$ cat config.mk
export PLATFORM = sky130hd
export DESIGN_NAME = mem_stream_loader_flat
export DESIGN_NICKNAME = d
export VERILOG_FILES = /design/src/rtl/mem_stream_loader_if.sv /design/src/rtl/mem_stream_loader.sv /design/src/flat_wrapper.sv
export SDC_FILE = /design/constraint.sdc
export NUM_CORES = 1
export LEC_CHECK = 0
export ABC_AREA = 1
export BUFFER_PORTS_ARGS = -buffer_cell sky130_fd_sc_hd__buf_2
export CORE_UTILIZATION = 45
export DETAILED_ROUTE_END_ITERATION = 10
export GPL_TIMING_DRIVEN = 0
export PLACE_DENSITY = 0.77
export SYNTH_ARGS = -nofsm -noshare
export SYNTH_HDL_FRONTEND = slang
export SYNTH_SLANG_ARGS = --single-unit
$ cat constraint.sdc
create_clock -name clk -period 2.01 [get_ports clk]
set_input_delay 0.201 -clock clk [delete_from_list [all_inputs] [get_ports clk]]
set_output_delay 0.201 -clock clk [all_outputs]
set_load 0.03 [all_outputs]
$ cat src/rtl/mem_stream_loader_if.sv
// Bundle of the loader's handshake and bus signals.
//   start/base/len      : load command (base/len sampled with start)
//   s_data/s_valid/s_ready : byte stream, valid/ready handshake
//   busy/done           : load status
//   cpu_we/cpu_a/cpu_wd/cpu_rd : CPU-side memory port
//   mem_we/mem_a/mem_wd/mem_rd : memory-side port (mem_rd is async read data)
// slave  : the loader's view.
// master : the environment's view (command source, stream source, CPU and memory).
interface mem_stream_loader_if #(
  parameter int WORD_W = 16,
  parameter int ADDR_W = 8
);
  logic              start;
  logic [ADDR_W-1:0] base;
  logic [ADDR_W-1:0] len;
  logic [7:0]        s_data;
  logic              s_valid;
  logic              s_ready;
  logic              busy;
  logic              done;
  logic              cpu_we;
  logic [ADDR_W-1:0] cpu_a;
  logic [WORD_W-1:0] cpu_wd;
  logic [WORD_W-1:0] cpu_rd;
  logic              mem_we;
  logic [ADDR_W-1:0] mem_a;
  logic [WORD_W-1:0] mem_wd;
  logic [WORD_W-1:0] mem_rd;

  modport slave (
    input  start, base, len, s_data, s_valid, cpu_we, cpu_a, cpu_wd, mem_rd,
    output s_ready, busy, done, cpu_rd, mem_we, mem_a, mem_wd
  );

  modport master (
    output start, base, len, s_data, s_valid, cpu_we, cpu_a, cpu_wd, mem_rd,
    input  s_ready, busy, done, cpu_rd, mem_we, mem_a, mem_wd
  );
endinterface

$ cat src/rtl/mem_stream_loader.sv
// Upstream write port of the unified memory. Packs a byte stream into
// little-endian words and writes them to consecutive addresses starting at a
// programmed base (wrapping modulo DEPTH). Used for boot loading of program
// and data. While no load runs, the CPU port passes straight through to memory.
// Ports:
//   clk   : system clock, all state on posedge
//   rst_n : asynchronous active-low reset
//   bus   : mem_stream_loader_if.slave -- command, byte stream, status,
//           CPU port and memory port
module mem_stream_loader #(
  parameter int WORD_W = 16,
  parameter int ADDR_W = 8,
  parameter int DEPTH  = 16
) (
  input  logic                  clk,
  input  logic                  rst_n,
  mem_stream_loader_if.slave    bus
);
  localparam int BYTES = WORD_W / 8;
  localparam int IDX_W = (BYTES > 1) ? $clog2(BYTES) : 1;

  typedef enum logic [1:0] {IDLE, FILL, WRITE, DONE} state_t;

  state_t            state, state_nxt;
  logic [ADDR_W-1:0] addr;
  logic [ADDR_W-1:0] cnt;
  logic [IDX_W-1:0]  byte_idx;
  logic [WORD_W-1:0] word;
  logic              last_byte;

  assign last_byte = (byte_idx == IDX_W'(BYTES - 1));

  // State register
  always_ff @(posedge clk or negedge rst_n) begin
    if (!rst_n) state <= IDLE;
    else        state <= state_nxt;
  end

  // Next-state logic; start is only looked at in IDLE
  always_comb begin
    state_nxt = state;
    case (state)
      IDLE:  if (bus.start) state_nxt = (bus.len != '0) ? FILL : DONE;
      FILL:  if (bus.s_valid && last_byte) state_nxt = WRITE;
      WRITE: state_nxt = (cnt == ADDR_W'(1)) ? DONE : FILL;
      DONE:  state_nxt = IDLE;
      default: state_nxt = IDLE;
    endcase
  end

  // Outputs: passthrough by default, CPU blocked while a load owns the memory
  always_comb begin
    bus.s_ready = 1'b0;
    bus.busy    = 1'b0;
    bus.done    = 1'b0;
    bus.mem_we  = bus.cpu_we;
    bus.mem_a   = bus.cpu_a;
    bus.mem_wd  = bus.cpu_wd;
    bus.cpu_rd  = bus.mem_rd;
    case (state)
      FILL: begin
        bus.s_ready = 1'b1;
        bus.busy    = 1'b1;
        bus.mem_we  = 1'b0;
        bus.cpu_rd  = '0;
      end
      WRITE: begin
        bus.busy    = 1'b1;
        bus.mem_we  = 1'b1;
        bus.mem_a   = addr;
        bus.mem_wd  = word;
        bus.cpu_rd  = '0;
      end
      DONE: bus.done = 1'b1;
      default: ;
    endcase
  end

  // Datapath: address/count tracking and little-endian word assembly.
  // In FILL s_ready is high, so s_valid alone marks a handshake.
  always_ff @(posedge clk or negedge rst_n) begin
    if (!rst_n) begin
      addr     <= '0;
      cnt      <= '0;
      byte_idx <= '0;
      word     <= '0;
    end else begin
      case (state)
        IDLE: if (bus.start && bus.len != '0) begin
          addr     <= bus.base;
          cnt      <= bus.len;
          byte_idx <= '0;
        end
        FILL: if (bus.s_valid) begin
          for (int b = 0; b < BYTES; b++)
            if (byte_idx == IDX_W'(b)) word[8*b +: 8] <= bus.s_data;
          byte_idx <= last_byte ? '0 : byte_idx + IDX_W'(1);
        end
        WRITE: begin
          addr <= (addr == ADDR_W'(DEPTH - 1)) ? '0 : addr + ADDR_W'(1);
          cnt  <= cnt - ADDR_W'(1);
        end
        default: ;
      endcase
    end
  end
endmodule

$ cat src/flat_wrapper.sv
// flat-port wrapper written by rule: the top's interface ports become plain ports
module mem_stream_loader_flat 
#(
  parameter int WORD_W = 16,
  parameter int ADDR_W = 8,
  parameter int DEPTH  = 16
)
  (clk, rst_n, bus_start, bus_base, bus_len, bus_s_data, bus_s_valid, bus_cpu_we, bus_cpu_a, bus_cpu_wd, bus_mem_rd, bus_s_ready, bus_busy, bus_done, bus_cpu_rd, bus_mem_we, bus_mem_a, bus_mem_wd);
  mem_stream_loader_if #(.WORD_W(WORD_W), .ADDR_W(ADDR_W)) bus_i ();
  input  logic clk;
  input  logic rst_n;
  input wire logic [$bits(bus_i.start)-1:0] bus_start;
  input wire logic [$bits(bus_i.base)-1:0] bus_base;
  input wire logic [$bits(bus_i.len)-1:0] bus_len;
  input wire logic [$bits(bus_i.s_data)-1:0] bus_s_data;
  input wire logic [$bits(bus_i.s_valid)-1:0] bus_s_valid;
  input wire logic [$bits(bus_i.cpu_we)-1:0] bus_cpu_we;
  input wire logic [$bits(bus_i.cpu_a)-1:0] bus_cpu_a;
  input wire logic [$bits(bus_i.cpu_wd)-1:0] bus_cpu_wd;
  input wire logic [$bits(bus_i.mem_rd)-1:0] bus_mem_rd;
  output wire logic [$bits(bus_i.s_ready)-1:0] bus_s_ready;
  output wire logic [$bits(bus_i.busy)-1:0] bus_busy;
  output wire logic [$bits(bus_i.done)-1:0] bus_done;
  output wire logic [$bits(bus_i.cpu_rd)-1:0] bus_cpu_rd;
  output wire logic [$bits(bus_i.mem_we)-1:0] bus_mem_we;
  output wire logic [$bits(bus_i.mem_a)-1:0] bus_mem_a;
  output wire logic [$bits(bus_i.mem_wd)-1:0] bus_mem_wd;
  assign bus_i.start = bus_start;
  assign bus_i.base = bus_base;
  assign bus_i.len = bus_len;
  assign bus_i.s_data = bus_s_data;
  assign bus_i.s_valid = bus_s_valid;
  assign bus_i.cpu_we = bus_cpu_we;
  assign bus_i.cpu_a = bus_cpu_a;
  assign bus_i.cpu_wd = bus_cpu_wd;
  assign bus_i.mem_rd = bus_mem_rd;
  assign bus_s_ready = bus_i.s_ready;
  assign bus_busy = bus_i.busy;
  assign bus_done = bus_i.done;
  assign bus_cpu_rd = bus_i.cpu_rd;
  assign bus_mem_we = bus_i.mem_we;
  assign bus_mem_a = bus_i.mem_a;
  assign bus_mem_wd = bus_i.mem_wd;
  mem_stream_loader #(.WORD_W(WORD_W), .ADDR_W(ADDR_W), .DEPTH(DEPTH)) u_core (.clk(clk), .rst_n(rst_n), .bus(bus_i));
endmodule
Word level (Yosys, flattened, before mapping)
Cells that the tools add are included.
Operators by class
  eq/ne operators: 9
  reduce and logical (&&, ||, !) cells: 12
  bitwise gates (word level): 1
  $add $sub $neg: 3
  mux-type cells: 21
Operators with widths (count)
  two-way mux 16 bit: 2
  two-way mux 8 bit: 4
  case mux 8 bit (2 select lines): 2
  AND reduction 3 bit: 3
  adder 8 x 1 -> 8 bit (second input constant): 1
  equality test 8 x 1 -> 1 bit (second input constant): 1
  equality test 8 x 4 -> 1 bit (second input constant): 1
  two-way mux 2 bit: 4
  case mux 2 bit (4 select lines): 1
  nonzero test 8 bit: 1
  subtractor 8 x 1 -> 8 bit (second input constant): 1
  two-way mux 1 bit: 6
  equality test 2 bit (second input constant): 2
  inequality test 2 x 1 -> 1 bit (second input constant): 2
  inequality test 2 bit (second input constant): 2
  case mux 1 bit (2 select lines): 2
  AND reduction 2 bit: 2
  nonzero test 2 bit: 2
  equality test 2 x 1 -> 1 bit (second input constant): 1
  logical AND 1 bit: 2
  logical NOT 2 bit: 1
  OR reduction 2 bit: 1
  adder 1 bit (second input constant): 1
  inverter 1 bit: 1
Word-level totals
  input bits: 69
  register bits: 35
  output and inout bits: 44
  word-level logic and storage cells: 52

Longest topological paths before layout
Gate-level depths: netlist of the first run.
  word-level depth: 4
  depth in mapped cells: 10
  gate-level depth less buffers: 10

Worst setup path before layout of the first run
OpenSTA, ideal clock, no wires.
  kind: reg-to-output
  from: reg u_core.state[0]
  to: out bus_cpu_rd[10]
  stages on the path, launching flop included: 6
  slack: 0.080 ns
  buffers on the path: 2
  data arrival time: 1.729 ns
  data required time: 1.809 ns
  cell sequence: dfrtp_1 inv_1 ha_1 clkbuf_1 clkbuf_1 nor2_1
On the way
  cells in the longest elaborated chain, start to end: 3
  elaborated cells between the ends (all ways): 4
  classes of those cells: eq/ne (2); mux (1); reduce/logical (1)
Ends and longest elaborated chain
  start, declared: RTL line mem_stream_loader.sv:24  | state_t state, state_nxt;
  start signal, assigned: RTL line mem_stream_loader.sv:36  | else state <= state_nxt;
  equality test 2 x 1 -> 1 bit or equality test 2 bit (tied branches): RTL line mem_stream_loader.sv:60  | case (state)
  OR reduction 2 bit (no line) (*)
  two-way mux 16 bit (*): RTL line mem_stream_loader.sv:60
  end, declared: RTL line flat_wrapper.sv:24  | output wire logic [$bits(bus_i.cpu_rd)-1:0] bus_cpu_rd;
Mark *: on every way between the ends. The rest lies on a longest branch, timed or not.

Final worst setup path of the first run
  from: reg u_core.state[1]
  to: out bus_cpu_rd[5]
Same word-level chain as after synthesis.

==> results of run 1 <==
[per-stage QoR]
stage	total power, mW	hold WS, ns	setup TNS (ns)	instances	cell area, um2
after floorplan	3.78	-0.0946	0	386	2470
after global placement	4.60	0.323	-0.118	568	3120
after detailed placement	4.69	0.350	-0.192	568	3120
after CTS	5.40	0.0181	0	577	3280
after global routing	5.97	0.0534	-0.322	579	3330
final	5.50	-0.0107	0	579	3330
[report_power, final]
part | leakage [nW] | internal, mW | switching [mW]
Combinational | 1.51 | 1.26 | 2.37
Clock | 0.0408 | 0.248 | 0.305
Sequential | 0.439 | 1.05 | 0.266
[critical path, stage by stage, from the launching register on]
cell and delay [ns]:
dfrtp_1 0.41, inv_1 0.10, ha_2 0.46, clkbuf_4 0.24, nor2_1 0.06, buf_2 0.17
[flip-flops by register name (all words and copies together) (netlist names)]
register / count
u_core.word: 16
u_core.addr: 8
u_core.cnt: 8
u_core.byte_idx: 1
u_core.state: 2
[what timing repair did]
action / in CTS / in global routing
gates cloned: 0 / 1
resized for setup: 24 / 12
endpoints found under the setup margin: 36 / 34
buffers inserted: 3 / 1
[path summary, 6_finish.rpt]
kind                                                     to                   startpoint  cells past startpoint
worst max register to register   u_core.word[6]$_DFFE_PN0P_  u_core.state[0]$_DFFE_PN0P_                      6
worst min-delay path            u_core.word[11]$_DFFE_PN0P_                        rst_n                      1
worst max-delay path                          bus_cpu_rd[5]  u_core.state[1]$_DFFE_PN0P_                      5
max in group asynchronous        u_core.addr[0]$_DFFE_PN0P_                        rst_n                      1
worst min register to register   u_core.word[3]$_DFFE_PN0P_   u_core.word[3]$_DFFE_PN0P_                      2
min in group clk                 u_core.word[8]$_DFFE_PN0P_                bus_s_data[0]                      3
[metal layers]
metal  up-vias  GRT usage (%)  wire [um]
li1       1430              -          -
met4         0           6.92         48
met1      1236           31.1       3030
met2       113           43.9       3240
met3         5           4.43        486
met5         -              0          0
[cells by family after synthesis]
kind of cell | count (synthesis) | share of synthesized area (%)
adder cells (fa/ha/maj) | 8 | 4.05
AND/OR/NAND/NOR | 225 | 36.8
flip-flops | 35 | 35.5
buffers and inverters | 67 | 11.2
XOR/XNOR | 1 | 0.355
AO/OA/AOI/OAI | 50 | 12.2
[placed cells by master (no fill, tap or decap), types with 2 or more instances in the layout]
cell and instances:
buf_2 100, buf_4 20, buf_6 3, buf_8 2
clkbuf_1 2, clkbuf_4 2, clkbuf_8 5, clkinvlp_4 2
dfrtp_1 35, ha_1 7, inv_1 50, inv_2 2
nand2_1 154, nand3_1 27, nand3_2 2, nor2_1 37
o21ai_0 36, o21ai_1 2, o21ai_2 9, or2_2 3
[area by class of cell]
cell class	instances	area share, %
plain buffers	13	3.34
multi-input cells	284	39.6
well taps	70	2.63
flip-flops and latches	35	26.3
inverters	52	5.86
repair buffers	117	19.5
clock buffers	5	2.06
clock inverters	3	0.713
==> flow_metrics.env, run 1 <==
export IMPL_drtIter0Drc=158
export IMPL_grt_pass1_wl_um=11700
export IMPL_cts_buffers_inserted=5
export IMPL_syn_area_per_cell_um2=6.40
export IMPL_hold_viol=18
export IMPL_ys_warn_count=0
export IMPL_ir_drop_mv=1.12
export IMPL_clkSinkCount=35
export IMPL_wl_um=6810
export IMPL_netlist_instances=386
export IMPL_routed_via_density=4.81
export IMPL_nNetsFinal=585
export IMPL_grt_max_degree=36
export IMPL_synth_nets=463
export IMPL_slew_headroom_pct=46.2
export IMPL_ant_nets=0
export IMPL_cts_tree="built"
export IMPL_portBuffers=112
export IMPL_cts_path_max_buffers=2
export IMPL_leakagePower_nw=1.99
export IMPL_outcome="complete, but fails checks"
export IMPL_rrSetupSlack_ns=0.14
export IMPL_fin_ws_ns=0.0803
export IMPL_postCtsHoldBufs=0
export IMPL_tightest_slew_ns=0.808
export IMPL_maxCapViolCount=0
export IMPL_drive_gt1_share_pct=30.5
export IMPL_n_antenna_cell=0
export IMPL_cp_data_arrival_time_ns=1.73
export IMPL_htreeDepth=2
export IMPL_synth_edf_count=0
export IMPL_drt_pass1_iterations=4
export IMPL_clock_skew_ns=0.0141
export IMPL_core_area_um2=5200
export IMPL_synth_top_area_share_pct=35.5
export IMPL_multi_input_area_um2=1320
export IMPL_dieArea_um2=5790
export IMPL_antenna_found_initial=0
export IMPL_synth_seq_cells=35
export IMPL_synth_most_common_cell="nand2_1"
export IMPL_drc=0
export IMPL_die_h_um=76.1
export IMPL_ff_latch_area_um2=876
export IMPL_rsz0062_at_grt="true"
export IMPL_fill_cells=470
export IMPL_dp_slack_ns=-0.0501
export IMPL_required_ns=1.81
export IMPL_root_buffer="clkbuf_8"
export IMPL_worstPathMaxFanout=10
export IMPL_syn_to_final_growth_pct=35.0
export IMPL_num_vias=2784
export IMPL_synthArstFlopShare_pct=100
export IMPL_ys_types=20
export IMPL_grt_pass1_vias=2662
export IMPL_avgRoutedWirePerCell_um=11.8
export IMPL_end_kind="output pin"
export IMPL_track_usage_pct=24.9
export IMPL_fin_hold_ws_ns=-0.0107
export IMPL_final_util_pct=64.0
export IMPL_min_period_ns=1.93
export IMPL_fp_dieW_um=76.1
export IMPL_rows=26
export IMPL_synth_commonest_cells="nand2_1 (154), inv_1 (52), o21ai_0 (38)"
export IMPL_gr_total_overflow=0
export IMPL_io_pins=113
export IMPL_syn_area_um2=2470
export IMPL_fin_crit_sh_pct=96.0
export IMPL_hp_class="input pin to async pin"
export IMPL_netlist_top_cells_area="dfrtp_1 (35%), nand2_1 (23%), inv_1 (7.9%)"
export IMPL_start_util_pct=47.5
export IMPL_gp_congestion=0.844
export IMPL_drv_slew=0
export IMPL_power_density_nw_per_um2=1650
export IMPL_yosysTopAreaCell="dfrtp_1"
export IMPL_max_freq_ghz=0.518
export IMPL_setup_viol=0
export IMPL_synth_ff_type="dfrtp_1"
export IMPL_ys_seq_area_share_pct=35.5
export IMPL_violations="hold timing"
export IMPL_clkTransAtPathRegs_ns=0.09
export IMPL_crit_type="register to output pin"
export IMPL_dp_hpwl_um=5000
export IMPL_start_kind="register"
export IMPL_clock_latency_ns=0.30
No activity file was read; power rests on OpenSTA's default activity.
==> inputs of run 2 (changes only) <==
--- a/config.mk
+++ b/config.mk
@@ -7,10 +7,10 @@
 export LEC_CHECK = 0
 export ABC_AREA = 1
 export BUFFER_PORTS_ARGS = -buffer_cell sky130_fd_sc_hd__buf_2
-export CORE_UTILIZATION = 45
+export CORE_UTILIZATION = 47
 export DETAILED_ROUTE_END_ITERATION = 10
 export GPL_TIMING_DRIVEN = 0
-export PLACE_DENSITY = 0.77
+export PLACE_DENSITY = 0.8
 export SYNTH_ARGS = -nofsm -noshare
 export SYNTH_HDL_FRONTEND = slang
 export SYNTH_SLANG_ARGS = --single-unit
==> flow_metrics.env, run 2 (synthesis gave the netlist of run 1 again) <==
export IMPL_outcome="complete, but fails checks"
export IMPL_violations="hold timing"
export IMPL_worstPathMaxFanout=6
export IMPL_leakagePower_nw=2.03
export IMPL_grt_pass1_wl_um=10900
export IMPL_mostFrequentLayoutCell="nand2_1"
export IMPL_nNetsFinal=586
export IMPL_hp_class="input pin to async pin"
export IMPL_drive_gt1_share_pct=31.0
export IMPL_rsz0062_at_grt="true"
export IMPL_path_delay_family="buffers and inverters"
export IMPL_antenna_found_initial=0
export IMPL_core_area_um2=5070
export IMPL_fp_dieW_um=74.5
export IMPL_drtIter0Drc=204
export IMPL_cts_path_max_buffers=2
export IMPL_cp_data_arrival_time_ns=1.76
export IMPL_fin_hold_ws_ns=-0.0264
export IMPL_drt_pass1_iterations=4
export IMPL_num_vias=2831
export IMPL_tightest_slew_ns=0.782
export IMPL_start_kind="register"
export IMPL_dieArea_um2=5550
export IMPL_n_antenna_cell=0
export IMPL_crit_type="register to output pin"
export IMPL_cp_common_cell="buf_6"
export IMPL_path_buf_inv=6
export IMPL_gr_total_overflow=0
export IMPL_reg2reg_depth=6
export IMPL_htreeDepth=2
export IMPL_routed_via_density=4.88
export IMPL_clock_skew_ns=0.00891
export IMPL_final_util_pct=67.4
export IMPL_avgRoutedWirePerCell_um=12.4
export IMPL_power_density_nw_per_um2=1690
export IMPL_ant_nets=0
export IMPL_portBuffers=112
export IMPL_setup_viol=0
export IMPL_track_usage_pct=26.0
export IMPL_fin_crit_sh_pct=97.5
export IMPL_cts_buffers_inserted=5
export IMPL_top_register="u_core.word"
export IMPL_die_h_um=74.5
export IMPL_slew_headroom_pct=47.8
export IMPL_path_depth=8
export IMPL_hold_viol=35
export IMPL_dp_hpwl_um=5220
export IMPL_ir_drop_mv=1.12
export IMPL_total_power_mw=5.79
export IMPL_clkTransAtPathRegs_ns=0.08
export IMPL_end_kind="output pin"
export IMPL_rows=26
export IMPL_grt_pass1_vias=2441
export IMPL_cts_tree="built"
export IMPL_start_util_pct=48.7
export IMPL_max_freq_ghz=0.510
export IMPL_min_period_ns=1.96
export IMPL_drv_slew=0
export IMPL_maxCapViolCount=0
export IMPL_clkSinkCount=35
export IMPL_final_cell_mix="nand2_1 (154), buf_2 (101), inv_1 (50)"
export IMPL_path_cells="inv_2, ha_2, buf_6, inv_4, buf_8, clkbuf_16, a21oi_4, buf_6"
export IMPL_largest_reg_flops=16
export IMPL_root_buffer="clkbuf_8"
export IMPL_io_pins=113
export IMPL_top_regs="u_core.word x16, u_core.addr x8, u_core.cnt x8"
export IMPL_required_ns=1.81
export IMPL_cpMaxStageDelayCell="dfrtp_1"
export IMPL_syn_to_final_growth_pct=38.4
export IMPL_drc=0
export IMPL_grt_max_degree=36
export IMPL_gp_congestion=0.863
export IMPL_wl_um=7200
export IMPL_clock_latency_ns=0.29
export IMPL_crit_path_max_incr_delay_ns=0.41
[run 2: power breakdown]
group | internal [mW] | total (mW) | switching [mW]
clock | 0.376 | 0.666 | 0.290
sequential | 1.05 | 1.32 | 0.268
combinational | 1.36 | 3.81 | 2.45
total | 2.78 | 5.79 | 3.01
[run 2: cell type report]
class | count | area, um2
repair buffers | 118 | 678
multi-input cells | 284 | 1340
inverters | 52 | 198
clock buffers | 5 | 68.8
well taps | 70 | 87.6
plain buffers | 13 | 119
fillers | 449 | 1660
clock inverters | 3 | 47.5
flip-flops and latches | 35 | 876
[run 2: timing repair]
action / CTS / global route
pin swaps: 0 / 0
gates resized for setup: 23 / 21
cloned: 0 / 2
setup endpoints to repair: 35 / 35
hold buffers: 0 / 0
setup buffers: 1 / 3
[run 2: worst paths after layout]
check,slack (ns),start,endpoint
max,0.05,u_core.state[0]$_DFFE_PN0P_,bus_mem_we
min,-0.03,rst_n,u_core.cnt[0]$_DFFE_PN0P_
max reg2reg,0.20,u_core.state[1]$_DFFE_PN0P_,u_core.word[13]$_DFFE_PN0P_
min reg2reg,0.49,u_core.word[0]$_DFFE_PN0P_,u_core.word[0]$_DFFE_PN0P_
max in group asynchronous,1.53,rst_n,u_core.word[0]$_DFFE_PN0P_
min in group clk,0.18,bus_s_data[2],u_core.word[2]$_DFFE_PN0P_
[run 2: metrics by stage]
stage / cells / hold slack, ns / TNS [ns] / area (um2) / setup WS [ns]
6_report: 580 / -0.0264 / 0 / 3420 / 0.0503
5_1_grt: 580 / 0.0491 / -0.00961 / 3420 / -0.00558
4_1_cts: 575 / 0.0177 / 0 / 3300 / 0.00404
3_5_place_dp: 568 / 0.327 / -0.325 / 3120 / -0.0484
3_3_place_gp: 568 / 0.324 / -0.0937 / 3120 / -0.0245
2_1_floorplan: 386 / -0.0946 / 0 / 2470 / 0.0801
[run 2: per-layer routing]
metal	GRT usage [%]	vias up	part of all wire, %	wire length [um]
li1	-	1429	-	-
met1	31.1	1277	41	2960
met2	47.5	116	51	3650
met3	3.52	9	6.7	479
met4	8.60	0	1.6	115
met5	0	-	0	0
==> inputs of run 3 (changes only) <==
--- a/config.mk
+++ b/config.mk
@@ -7,10 +7,13 @@
 export LEC_CHECK = 0
 export ABC_AREA = 1
 export BUFFER_PORTS_ARGS = -buffer_cell sky130_fd_sc_hd__buf_2
-export CORE_UTILIZATION = 47
+export CELL_PAD_IN_SITES_DETAIL_PLACEMENT = 0
+export CELL_PAD_IN_SITES_GLOBAL_PLACEMENT = 1
+export CORE_UTILIZATION = 31
 export DETAILED_ROUTE_END_ITERATION = 10
 export GPL_TIMING_DRIVEN = 0
-export PLACE_DENSITY = 0.8
+export PLACE_DENSITY_LB_ADDON = 0.1
+export SLEW_MARGIN = 40
 export SYNTH_ARGS = -nofsm -noshare
 export SYNTH_HDL_FRONTEND = slang
 export SYNTH_SLANG_ARGS = --single-unit
==> flow_metrics.env, run 3 (synthesis gave the netlist of run 1 again) <==
export IMPL_end_kind="output pin"
export IMPL_die_h_um=91.3
export IMPL_p_comb_share_pct=65.9
export IMPL_fin_crit_sh_pct=96.3
export IMPL_root_buffer="clkbuf_8"
export IMPL_top_regs="u_core.word x16, u_core.addr x8, u_core.cnt x8"
export IMPL_total_power_mw=5.47
export IMPL_clkPwrFrac_pct=10.2
export IMPL_power_density_nw_per_um2=1620
export IMPL_wl_um=7180
export IMPL_outcome="complete, no violations"
export IMPL_p_switching_mw=2.91
export IMPL_crit_start="u_core.state[0]$_DFFE_PN0P_"
export IMPL_final_cell_mix="nand2_1 (154), buf_2 (95), inv_1 (50)"
export IMPL_crit_type="register to output pin"
export IMPL_ff_latch_area_um2=876
export IMPL_dp_hpwl_um=5280
export IMPL_max_freq_ghz=0.517
export IMPL_cts_buffers_inserted=5
export IMPL_p_int_mw=2.56
export IMPL_reg2reg_depth=6
export IMPL_htreeDepth=2
export IMPL_cp_data_arrival_time_ns=1.73
export IMPL_fill_cells=857
export IMPL_drv_slew=0
export IMPL_rsz0062_at_grt="true"
export IMPL_clkTransAtPathRegs_ns=0.09
export IMPL_tightest_slew_ns=0.490
export IMPL_sw_frac_of_total_pct=53.2
export IMPL_leakagePower_nw=1.98
export IMPL_gr_total_overflow=0
export IMPL_worst_hold_path_num_cells=3
export IMPL_start_kind="register"
export IMPL_drive_gt1_share_pct=30.1
export IMPL_routed_via_density=4.43
export IMPL_grt_pass1_vias=2663
export IMPL_drc=0
export IMPL_hp_start="bus_s_data[1]"
export IMPL_maxCapViolCount=0
export IMPL_required_ns=1.81
export IMPL_grt_max_degree=36
export IMPL_rows=32
export IMPL_start_util_pct=32.0
export IMPL_slew_headroom_pct=67.4
export IMPL_hp_class="input pin to register"
export IMPL_mostFrequentLayoutCell="nand2_1"
export IMPL_num_vias=2703
export IMPL_portBuffers=112
export IMPL_drt_pass1_iterations=5
export IMPL_clock_latency_ns=0.29
export IMPL_min_period_ns=1.94
export IMPL_worstPathMaxFanout=10
export IMPL_top_register="u_core.word"
export IMPL_clkSinkCount=35
export IMPL_hold_path_endpoint="u_core.word[1]$_DFFE_PN0P_"
export IMPL_cts_tree="built"
export IMPL_setup_viol=0
export IMPL_antenna_found_initial=0
export IMPL_timing_rr_end="u_core.word[6]$_DFFE_PN0P_"
export IMPL_grt_pass1_wl_um=12200
export IMPL_setup_tns_ns=0
export IMPL_io_pins=113
export IMPL_dieArea_um2=8330
export IMPL_nNetsFinal=584
export IMPL_fp_dieW_um=91.3
export IMPL_fin_hold_ws_ns=0.172
export IMPL_dp_cells=600
export IMPL_core_area_um2=7730
export IMPL_rrSetupSlack_ns=0.23
export IMPL_placed_cell_area_um2=3160
export IMPL_syn_to_final_growth_pct=36.7
export IMPL_ant_nets=0
export IMPL_final_instance_count_excl_fill=610
export IMPL_largest_reg_flops=16
export IMPL_avgRoutedWirePerCell_um=11.8
export IMPL_gp_congestion=0.788
export IMPL_track_usage_pct=18.4
export IMPL_hold_viol=0
export IMPL_ir_drop_mv=0.730
export IMPL_design_area_um2=3380
export IMPL_timing_rr_start="u_core.state[1]$_DFFE_PN0P_"
export IMPL_multi_input_area_um2=1330
export IMPL_clock_skew_ns=0.00616
export IMPL_drtIter0Drc=63
export IMPL_seqPwrFrac_pct=23.9
export IMPL_n_antenna_cell=0
export IMPL_cts_path_max_buffers=2
-- run 3: cell types whose count changed in the layout (fill, tap and decap cells not counted), moves of 2 or more --
cell | before | now
buf_2 | 101 | 95
buf_4 | 16 | 22
clkbuf_16 | 2 | 0
clkbuf_4 | 1 | 3
clkinvlp_4 | 0 | 2
-- run 3: critical path, cell delays in order (launching register included) --
cell,delay [ns]
dfrtp_1,0.39
inv_2,0.11
ha_1,0.15
buf_4,0.15
inv_2,0.06
clkbuf_4,0.18
o21ai_0,0.21
buf_4,0.19
-- run 3: how the worst max path moves through the flow --
stage / to / slack [ns]
after floorplan: bus_cpu_rd[10] / 0.08
after global placement: bus_mem_wd[7] / -0.13
after detailed placement: bus_mem_wd[10] / -0.11
after CTS: bus_mem_a[6] / 0.005
after global routing: bus_mem_wd[0] / -0.02
final: bus_mem_a[6] / 0.07
-- run 3: power by group through the flow --
stage	Combinational [mW]	Sequential (mW)	Clock, mW
after floorplan	2.53	1.25	0
after global placement	3.36	1.31	0
after detailed placement	3.38	1.32	0
after CTS	3.50	1.30	0.572
after global routing	4.01	1.36	0.612
final	3.60	1.30	0.559
-- run 3: routing by layer --
metal | share of wire, % | up-vias | track usage, %
li1 | - | 1424 | -
met1 | 48 | 1179 | 23.4
met2 | 46 | 94 | 31.4
met3 | 4.5 | 6 | 3.60
met4 | 1.4 | 0 | 5.82
met5 | 0 | - | 0
-- run 3: area by class of cell --
cell class	count	share of cell area (%)
multi-input cells	284	39.4
plain buffers	13	3.30
clock inverters	3	0.704
flip-flops and latches	35	25.9
inverters	52	5.78
clock buffers	5	2.04
repair buffers	116	19.1
well taps	102	3.78
-- run 3: stage by stage --
stage	util [%]	setup slack [ns]
6_report	43.7	0.0746
5_1_grt	43.7	-0.0242
4_1_cts	43.0	0.00509
3_5_place_dp	40.9	-0.112
3_3_place_gp	40.9	-0.126
2_1_floorplan	-	0.0801
-- run 3: repair_timing --
item	4_1_cts	5_1_grt
endpoints found under the setup margin	35	34
endpoints found under the hold margin	35	0
buffers inserted	3	0
hold buffers	1	0
gates resized for setup	17	31
